<file path="config.mk">
export PLATFORM = sky130hd
export DESIGN_NAME = pci_cpu_cycle_ctrl
export DESIGN_NICKNAME = d
export VERILOG_FILES = /design/src/rtl/pci_bridge_pkg.sv /design/src/rtl/toggle_sync.sv /design/src/rtl/pci_cpu_cycle_ctrl.sv
export SDC_FILE = /design/constraint.sdc
export NUM_CORES = 1
export LEC_CHECK = 0
export CAP_MARGIN = 20
export CORE_ASPECT_RATIO = 0.75
export CORE_MARGIN = 5
export CORE_UTILIZATION = 48
export CTS_BUF_LIST = sky130_fd_sc_hd__clkbuf_4 sky130_fd_sc_hd__clkbuf_8
export CTS_CLUSTER_SIZE = 8
export DETAILED_ROUTE_END_ITERATION = 8
export PLACE_DENSITY = 0.88
export SLEW_MARGIN = 10
export SYNTH_ARGS = -nofsm -noshare
export SYNTH_HDL_FRONTEND = slang
export SYNTH_HIERARCHICAL = 1
export SYNTH_SLANG_ARGS = --single-unit
</file>
<file path="constraint.sdc">
create_clock -name BCLK -period 2.45 [get_ports BCLK]
set_input_delay 0.3675 -clock BCLK [delete_from_list [all_inputs] [get_ports BCLK]]
set_output_delay 0.3675 -clock BCLK [all_outputs]
set_load 0.01 [all_outputs]
</file>
<file path="src/rtl/pci_bridge_pkg.sv">
// pci_bridge_pkg: shared PCI bridge constants, subspace/state types and decode helpers
package pci_bridge_pkg;
  localparam logic [2:0] WIN_DEFAULT = 3'b101;
  localparam logic [3:0] CMD_IO_RD = 4'b0010;
  localparam logic [3:0] CMD_IO_WR = 4'b0011;
  localparam logic [3:0] CMD_MEM_RD = 4'b0110;
  localparam logic [3:0] CMD_MEM_WR = 4'b0111;
  localparam logic [3:0] CMD_CFG_RD = 4'b1010;
  localparam logic [3:0] CMD_CFG_WR = 4'b1011;
  localparam logic [3:0] CMD_MEM_RD_LINE = 4'b1110;
  typedef enum logic [1:0] {SUB_MEM, SUB_IO, SUB_CFG, SUB_REG} subspace_t;
  typedef enum logic [1:0] {IDLE, REQ, WAIT, DONE} state_t;
  // Active-low lanes; bit n is address offset n because lanes are byte-swapped downstream.
  function automatic logic [3:0] byte_enables(input logic [1:0] siz, input logic [1:0] a);
    return siz == 2'b01 ? ~(4'b0001 << a) : siz == 2'b10 ? (a[1] ? 4'b0011 : 4'b1100) : 4'b0000;
  endfunction
  function automatic logic [3:0] pci_cmd(input subspace_t sub, input logic rnw, input logic line);
    return sub == SUB_IO ? (rnw ? CMD_IO_RD : CMD_IO_WR) :
           sub == SUB_CFG ? (rnw ? CMD_CFG_RD : CMD_CFG_WR) :
           rnw ? (line ? CMD_MEM_RD_LINE : CMD_MEM_RD) : CMD_MEM_WR;
  endfunction
endpackage

</file>
<file path="src/rtl/toggle_sync.sv">
// toggle_sync: 2-flop synchroniser for a toggle signal plus single-cycle edge detect
module toggle_sync (
  input  logic clk,
  input  logic nRESET,
  input  logic tog,
  output logic pulse
);
  logic [2:0] sr;
  // Stages 0/1 synchronise, stage 2 remembers the last seen level.
  always_ff @(posedge clk or negedge nRESET)
    if (!nRESET) sr <= '0;
    else sr <= {sr[1:0], tog};
  assign pulse = sr[1] ^ sr[2];
endmodule

</file>
<file path="src/rtl/pci_cpu_cycle_ctrl.sv">
// pci_cpu_cycle_ctrl: 68040-side PCI window decode, request handshake, beat/ack tracking and timeout
module pci_cpu_cycle_ctrl
  import pci_bridge_pkg::*;
#(
  parameter logic [2:0] WIN = WIN_DEFAULT,
  parameter int TIMEOUT = 255
) (
  input  logic        BCLK,
  input  logic        nRESET,
  input  logic        nTS,
  input  logic        TT0,
  input  logic        TT1,
  input  logic        RnW,
  input  logic [1:0]  SIZ,
  input  logic [31:0] A,
  input  logic        nBG,
  input  logic        nTA,
  input  logic        ACK_TOG,
  input  logic        PCI_ERR,
  output logic        PCICYCLE,
  output logic        nBEN,
  output logic        REQ_TOG,
  output logic [3:0]  CMD,
  output logic [3:0]  nCBE,
  output logic [31:0] PADDR,
  output logic        BURST,
  output logic        nTEA
);
  state_t state, state_n;
  subspace_t sub;
  logic [2:0] beats, beats_n;
  logic [7:0] tcnt;
  logic ack_edge, ack_seen, reg_cyc, hit, launch, reg_start, ok, tea;
  toggle_sync u_ack_sync (.clk(BCLK), .nRESET(nRESET), .tog(ACK_TOG), .pulse(ack_edge));
  assign sub = subspace_t'(A[28:27]);
  assign hit = !nTS && !nBG && A[31:29] == WIN;
  assign launch = state == IDLE && hit && sub != SUB_REG && !reg_cyc;
  assign reg_start = state == IDLE && hit && sub == SUB_REG && !reg_cyc;
  assign beats_n = (!nTA && beats != 3'd4) ? beats + 3'd1 : beats;
  assign ok = (ack_edge || ack_seen) && beats_n >= (BURST ? 3'd4 : 3'd1);
  // Next state; an ack on the timeout edge suppresses the timeout.
  always_comb begin
    state_n = state;
    tea = 1'b0;
    case (state)
      IDLE: state_n = launch ? REQ : IDLE;
      REQ:  state_n = WAIT;
      WAIT: begin
        tea = (ack_edge && PCI_ERR) || (!ack_edge && !ok && tcnt == 8'(TIMEOUT - 1));
        state_n = (tea || ok) ? DONE : WAIT;
      end
      default: state_n = IDLE;
    endcase
  end
  // State register.
  always_ff @(posedge BCLK or negedge nRESET)
    if (!nRESET) state <= IDLE;
    else state <= state_n;
  // Cycle outputs, latched transfer attributes and WAIT bookkeeping.
  always_ff @(posedge BCLK or negedge nRESET)
    if (!nRESET) begin
      PCICYCLE <= 1'b0;
      nBEN <= 1'b1;
      REQ_TOG <= 1'b0;
      CMD <= 4'h0;
      nCBE <= 4'hF;
      PADDR <= '0;
      BURST <= 1'b0;
      nTEA <= 1'b1;
      beats <= '0;
      tcnt <= '0;
      ack_seen <= 1'b0;
      reg_cyc <= 1'b0;
    end else begin
      if (launch) begin
        PCICYCLE <= 1'b1;
        nBEN <= 1'b0;
        CMD <= pci_cmd(sub, RnW, TT0 && !TT1);
        nCBE <= byte_enables(SIZ, A[1:0]);
        PADDR <= sub == SUB_MEM ? {A[31:2], 2'b00} : A;
        BURST <= TT0 && !TT1;
      end
      if (reg_start) begin
        reg_cyc <= 1'b1;
        nBEN <= 1'b0;
      end
      if (reg_cyc && !nTA) begin
        reg_cyc <= 1'b0;
        nBEN <= 1'b1;
      end
      if (state == REQ) begin
        REQ_TOG <= ~REQ_TOG;
        tcnt <= '0;
        beats <= '0;
        ack_seen <= 1'b0;
      end
      if (state == WAIT) begin
        beats <= beats_n;
        ack_seen <= ack_seen || ack_edge;
        tcnt <= tcnt == 8'(TIMEOUT - 1) ? tcnt : tcnt + 8'd1;
      end
      nTEA <= !tea;
      if (state == DONE) begin
        PCICYCLE <= 1'b0;
        nBEN <= 1'b1;
        CMD <= 4'h0;
        nCBE <= 4'hF;
        PADDR <= '0;
        BURST <= 1'b0;
      end
    end
endmodule

</file>
==> results of run 1 <==
==> registers in the layout (all words and copies together) (netlist names) <==
register,flops
nBEN,1
nCBE,4
u_ack_sync/sr,3
REQ_TOG,1
tcnt,8
nTEA,1
PADDR,32
ack_seen,1
BURST,1
beats,3
CMD,4
reg_cyc,1
state,2
==> cell families (layout without fill, tap and decap cells) <==
group / count (synthesis) / count (layout) / synth area share (%)
fa+ha+maj: 14 / 14 / 6.04
buf+inv: 30 / 134 / 4.44
compound gates: 71 / 71 / 14.6
simple gates: 116 / 116 / 18.6
mux: 4 / 4 / 1.38
flops: 62 / 62 / 53.8
xor+xnor: 4 / 4 / 1.21
==> worst max-delay path, delay by kind of cell <==
kind / cells / cell delay [ps]
and+or+nand+nor: 3 / 1540
buffers and inverters: 1 / 430
AOI/OAI and AO/OA: 1 / 150
==> power by group <==
| group | switching (uW) | leakage [uW] | internal, uW | total (uW) |
|---|---|---|---|---|
| Clock | 396 | 0.000119 | 670 | 1070 |
| Combinational | 675 | 0.000877 | 730 | 1400 |
| Sequential | 186 | 0.000816 | 1310 | 1500 |
| Total | 1260 | 0.00181 | 2710 | 3970 |
==> stage by stage <==
stage,cells,hold slack [ps],TNS [ps],utilization (%)
2_1_floorplan,301,71.9,0,-
3_3_place_gp,466,304,-898,67.5
3_5_place_dp,466,307,-2060,67.5
4_1_cts,483,351,0,71.7
5_1_grt,483,366,0,71.7
6_report,483,347,0,71.7
==> layout by cell type, fill, tap and decap left out, drive strengths merged, types with 4 or more instances in the layout <==
cell           synthesis  layout
nor2b                  4       4
o21ai                  4       4
clkdlybuf4s50          0      87
inv                   14      14
nor2                  13      13
nand2                 72      72
mux2i                  4       4
nand2b                 5       5
ha                    14      14
clkbuf                10       9
dfstp                  6       6
a21oi                 44      44
buf                    6      16
dfrtp                 56      56
==> metal layers <==
metal  global-route usage (%)  up-vias
met4                     6.68        0
met3                     7.98       10
li1                         -     1222
met2                     32.0       91
met5                        0        -
met1                     24.6     1203
==> how the worst max path moves through the flow <==
stage	endpoint	start	slack (ps)	cells past startpoint
global route	CMD[3]$_DFFE_PN0P_	A[30]	150	5
global placement	CMD[3]$_DFFE_PN0P_	A[30]	-70	5
detailed placement	PADDR[24]$_DFFE_PN0P_	A[30]	-110	6
floorplan	CMD[3]$_DFFE_PN0P_	A[30]	470	5
finish	CMD[3]$_DFFE_PN0P_	A[30]	230	5
CTS	CMD[3]$_DFFE_PN0P_	A[30]	250	5
==> cell type report <==
| cell class | count | share of cell area [%] |
|---|---|---|
| Sequential cell | 62 | 37.3 |
| Multi-Input combinational cell | 209 | 29.2 |
| Timing Repair Buffer | 104 | 24.2 |
| Clock buffer | 9 | 2.96 |
| Clock inverter | 7 | 2.70 |
| Tap cell | 78 | 2.34 |
| Inverter | 14 | 1.26 |
==> timing repair <==
| item | 4_1_cts | 5_1_grt |
|---|---|---|
| endpoints found under the setup margin | 0 | 0 |
| hold endpoints to repair | 12 | 0 |
| setup buffers | 0 | 0 |
| hold buffers | 1 | 0 |
==> out/metrics.csv, run 1 <==
stage,metric,value,unit
timing,Final Hold Viols,0,
timing,Max Clock Skew,6.76,ps
cells_and_area,share of cells above drive strength 1,10.6,%
drt,wire length on met3,630,um
drt,Antenna Violating Nets Remaining,0,
pwr,Lkg Pwr,0.00181,uW
worst_setup_path,reg2reg path depth,8,
worst_setup_path,CP arrival,2480,ps
drt,"wirelength, routed",7.29,mm
die,effective utilization at floorplan,49.8,%
logic_synthesis,cell taking the most area after synthesis,dfrtp_1,
worst_setup_path,CP Data Required Time,2710,ps
timing,"Slew Viols, Final",0,
cts,"CTS clk-pin slew, worst paths",60,ps
min_path,hold path start,u_ack_sync/sr[0]$_DFF_PN0_,
timing,RSZ-0062 raised after global routing,no,
worst_setup_path,worst r2r src,beats[0]$_DFFE_PN0P_,
worst_setup_path,type of the worst setup path,primary input to flop,
drt,routed vias/inst,5.23,
logic_synthesis,Most used DFF post-synth,dfrtp_1,
drt,vias after detailed routing,2526,
drt,Metal-1 WL,3.05,mm
timing,minimum clock period,2220,ps
timing,Peak Freq,0.450,GHz
logic_synthesis,register area share after synthesis,53.8,%
logic_synthesis,commonest cells in the netlist,"nand2_1, dfrtp_1, a21oi_1, ha_1, inv_1",
cells_and_area,n_diodes,0,
drt,WL/cell,15.1,um
cells_and_area,fin nets,458,
logic_synthesis,Post-Syn Instances,301,
place,Place WS,-106,ps
cts,CTS root buffer,clkbuf_8,
logic_synthesis,top cell type's share of synthesized area,48.3,%
drt,met2 routed WL,3.51,mm
drt,Remaining DRCs,0,
min_path,WHS Endpoint,u_ack_sync/sr[1]$_DFF_PN0_,
worst_setup_path,crit start category,primary input,
timing,Final setup viols,0,
cells_and_area,register area,0.00156,mm^2
place,GP Congestion,0.846,
cells_and_area,fillers,428,
global_routing,first-pass GRT wire length,12.3,mm
die,Rows,24,
cells_and_area,design area,0.00418,mm^2
global_routing,Total GRT Usage,20.0,%
timing,Slew @ Worst Pin,677,ps
die,Core Box Area,0.00583,mm^2
die,die area,0.00771,mm^2
pwr,power consumption,3970,uW
die,Chip Width,99.8,um
cells_and_area,Multi-input gate area,0.00122,mm^2
logic_synthesis,Mapped Area,0.00290,mm^2
pwr,power per cell area,950,mW/mm^2
drt,First-pass DRT Iterations,4,
cts,H-Tree Depth,3,
logic_synthesis,synth unique cells,44,
global_routing,antenna violations before repair,0,
run_status,status,finished clean,
worst_setup_path,Critical Path Sink Type,flop,
pwr,Worst VDD drop,0.796,mV
timing,Final WS setup,227,ps
place,final HPWL from detailed placement,5.32,mm
place,I/O Buffers,88,
run,Max-Cap Viols,0,
worst_setup_path,RR Endpoint,state[0]$_DFF_PN0_,
cells_and_area,Layout area overhead,44.0,%
global_routing,largest net degree at the start of global routing,33,
cts,number of cells upsized or downsized after cts,0,
timing,Final Cycle Share,90.7,%
logic_synthesis,"top cells by area, synth","dfrtp_1, nand2_1, a21oi_1",
global_routing,GR Overflow Total,0,
worst_setup_path,Reg2Reg Setup Slack,300,ps
place,Placed Area,0.00393,mm^2
die,I/O Pins,89,
timing,Max-slew headroom,54.8,%
cts,CTS buffer count,9,
logic_synthesis,Syn Area/Cell,9.64,um^2
worst_setup_path,CP max stage delay,590,ps
worst_setup_path,slowest CP cell,or4_1,
worst_setup_path,"Max FO, Critical Path",8,
logic_synthesis,Post-synth EDFFs,0,
drt,DR iter-0 viols,131,
cts,Clock Latency Late Sink,340,ps
logic_synthesis,Synth Net Count,359,
logic_synthesis,Ys Warns,6,
logic_synthesis,ys async rst share,100,%
cts,clk buf depth,2,
worst_setup_path,crit-path cells,clkdlybuf4s50_1 -> or4b_4 -> or4_1 -> or3_1 -> a21oi_1,
global_routing,vias in the first global route,2612,
die,Die Y-Extent,77.3,um
logic_synthesis,top-count cell post-synth,nand2_1,
cts,clock sinks,62,
logic_synthesis,register bit count reported by yosys,62,
cts,CTS tree,built,
drt,top layer in use,met4,
min_path,type of the tightest min-delay check,flop to flop,
min_path,hold depth,0,
(Power assumes the default switching activity.)
==> inputs of run 2 (changes only) <==
Settings changed: GPL_TIMING_DRIVEN from default to 0, REMOVE_ABC_BUFFERS from default to 1.
==> run 2 against run 1 <==
  * Cell count fell by 3.1%
  * Sequential power barely moved
  * Clock skew rose by 1.1 ps
  * Via count fell by 0.79%
  * Largest cell class unchanged
  * Largest power group unchanged
==> out/metrics.csv, run 2 (synthesis results as in run 1) <==
stage,metric,value,unit,change
cells_and_area,Largest register FFs,32,,unchanged
worst_setup_path,Critical Path Sink Type,flop,,
die,effective utilization at floorplan,49.8,%,unchanged
cells_and_area,n_diodes,0,,unchanged
place,GP Congestion,0.792,,-6.4%
drt,routed vias/inst,5.35,,+2.4%
timing,minimum clock period,2350,ps,+123 ps
die,Core Box Area,0.00583,mm^2,unchanged
cts,number of cells upsized or downsized after cts,1,,+1
place,I/O Buffers,88,,unchanged
drt,Remaining DRCs,0,,unchanged
cells_and_area,"most common cell after layout, fill and taps aside",clkdlybuf4s50_1,,
cts,Clock Latency Late Sink,350,ps,about the same
cts,clock sinks,62,,unchanged
cells_and_area,Regs by FF count,"PADDR (32), tcnt (8)",,
worst_setup_path,CP max stage delay,670,ps,+80 ps
worst_setup_path,worst r2r src,state[0]$_DFF_PN0_,,
cells_and_area,design area,0.00403,mm^2,-3.5%
cts,H-Tree Depth,3,,unchanged
worst_setup_path,"Max FO, Critical Path",43,,+35
die,die area,0.00771,mm^2,unchanged
timing,Final setup viols,0,,unchanged
worst_setup_path,type of the worst setup path,primary input to flop,,
global_routing,first-pass GRT wire length,12.0,mm,-2.0%
drt,WL/cell,15.6,um,+3.4%
pwr,power consumption,3740,uW,-5.8%
pwr,Lkg Pwr,0.00173,uW,-4.8%
timing,Max Clock Skew,7.89,ps,+1.13 ps
worst_setup_path,slowest CP cell,or4_4,,
global_routing,Total GRT Usage,19.7,%,-0.23 points
timing,Final Cycle Share,95.7,%,+5.0 points
timing,"Slew Viols, Final",0,,unchanged
cts,CTS root buffer,clkbuf_8,,
cells_and_area,most frequent cells in the layout,"clkdlybuf4s50_1, nand2_1, dfrtp_1",,
timing,Setup TNS,0,ps,unchanged
drt,DR iter-0 viols,167,,+27%
timing,Peak Freq,0.426,GHz,-5.2%
place,final HPWL from detailed placement,4.95,mm,-6.9%
global_routing,largest net degree at the start of global routing,63,,+91%
worst_setup_path,CP arrival,2610,ps,+130 ps
min_path,type of the tightest min-delay check,primary input to async pin,,
die,Chip Width,99.8,um,unchanged
global_routing,antenna violations before repair,0,,unchanged
drt,First-pass DRT Iterations,4,,unchanged
die,Rows,24,,unchanged
timing,Final Hold Viols,0,,unchanged
timing,Slew @ Worst Pin,843,ps,+165 ps
drt,vias after detailed routing,2506,,-0.79%
pwr,power per cell area,928,mW/mm^2,-2.3%
cts,"CTS clk-pin slew, worst paths",70,ps,about the same
timing,RSZ-0062 raised after global routing,no,,
run_status,status,finished clean,,
cells_and_area,Layout area overhead,39.0,%,
die,Die Y-Extent,77.3,um,unchanged
cells_and_area,share of cells above drive strength 1,7.95,%,-2.7 points
cells_and_area,fin nets,444,,-3.1%
cts,clk buf depth,2,,unchanged
cts,# hold bufs at CTS,0,,-1
pwr,Worst VDD drop,0.583,mV,-27%
drt,"wirelength, routed",7.30,mm,+0.15%
cts,Post-CTS Setup Bufs,0,,unchanged
cells_and_area,Reg with most FFs,PADDR,,
global_routing,GR Overflow Total,0,,unchanged
worst_setup_path,critical path launch point,A[30],,
drt,Antenna Violating Nets Remaining,0,,unchanged
die,I/O Pins,89,,unchanged
timing,Max-slew headroom,43.8,%,-11 points
global_routing,vias in the first global route,2512,,-3.8%
worst_setup_path,crit-path cells,clkdlybuf4s50_1 -> or4b_4 -> or4_4 -> or3_1 -> a21oi_1,,
worst_setup_path,crit start category,primary input,,
worst_setup_path,CP Data Required Time,2720,ps,about the same
place,Placed Area,0.00383,mm^2,-2.5%
run,Max-Cap Viols,0,,unchanged
cts,CTS buffer count,9,,unchanged
cts,CTS tree,built,,
==> run 2: layer usage <==
metal | part of all wire [%] | up-vias | track usage (%)
met5 | 0 | - | 0
met4 | 1.8 | 0 | 7.09
met3 | 8.2 | 11 | 7.43
met2 | 47 | 99 | 31.6
met1 | 43 | 1202 | 24.4
li1 | - | 1194 | -
==> run 2: path summary, 6_finish.rpt <==
kind / endpoint / slack, ps / cells past startpoint
max: CMD[3]$_DFFE_PN0P_ / 100 / 5
min: ack_seen$_DFFE_PN0P_ / 90 / 1
max reg2reg: CMD[3]$_DFFE_PN0P_ / 220 / 6
min reg2reg: u_ack_sync/sr[1]$_DFF_PN0_ / 360 / 0
max in group asynchronous: tcnt[0]$_DFFE_PN0P_ / 1860 / 1
min in group BCLK: u_ack_sync/sr[1]$_DFF_PN0_ / 360 / 0
==> run 2: per-stage QoR <==
stage               setup slack (ps)  hold WS [ps]  instances  utilization [%]
detailed placement              -611           341        453             65.8
global route                    23.6           162        468             69.2
finish                           104          85.7        468             69.2
CTS                              110           118        468             69.2
floorplan                       -419          71.9        285                -
global placement               -1880           332        451             65.3
==> run 2: worst max-delay path, delay by kind of cell <==
family	cells	cell delay (ps)
and+or+nand+nor	3	1670
buffers and inverters	1	420
AOI/OAI and AO/OA	1	140
==> run 2: where the power goes <==
group,internal (uW),switching [uW]
combinational,691,669
clock,499,387
sequential,1310,181
==> run 2: cell type report <==
type,instances,area [um^2]
Clock inverter,4,47.5
Multi-Input combinational cell,209,1230
Timing Repair Buffer,90,901
Inverter,14,52.6
Tap cell,78,97.6
Sequential cell,62,1560
Fill cell,439,1800
Clock buffer,11,145
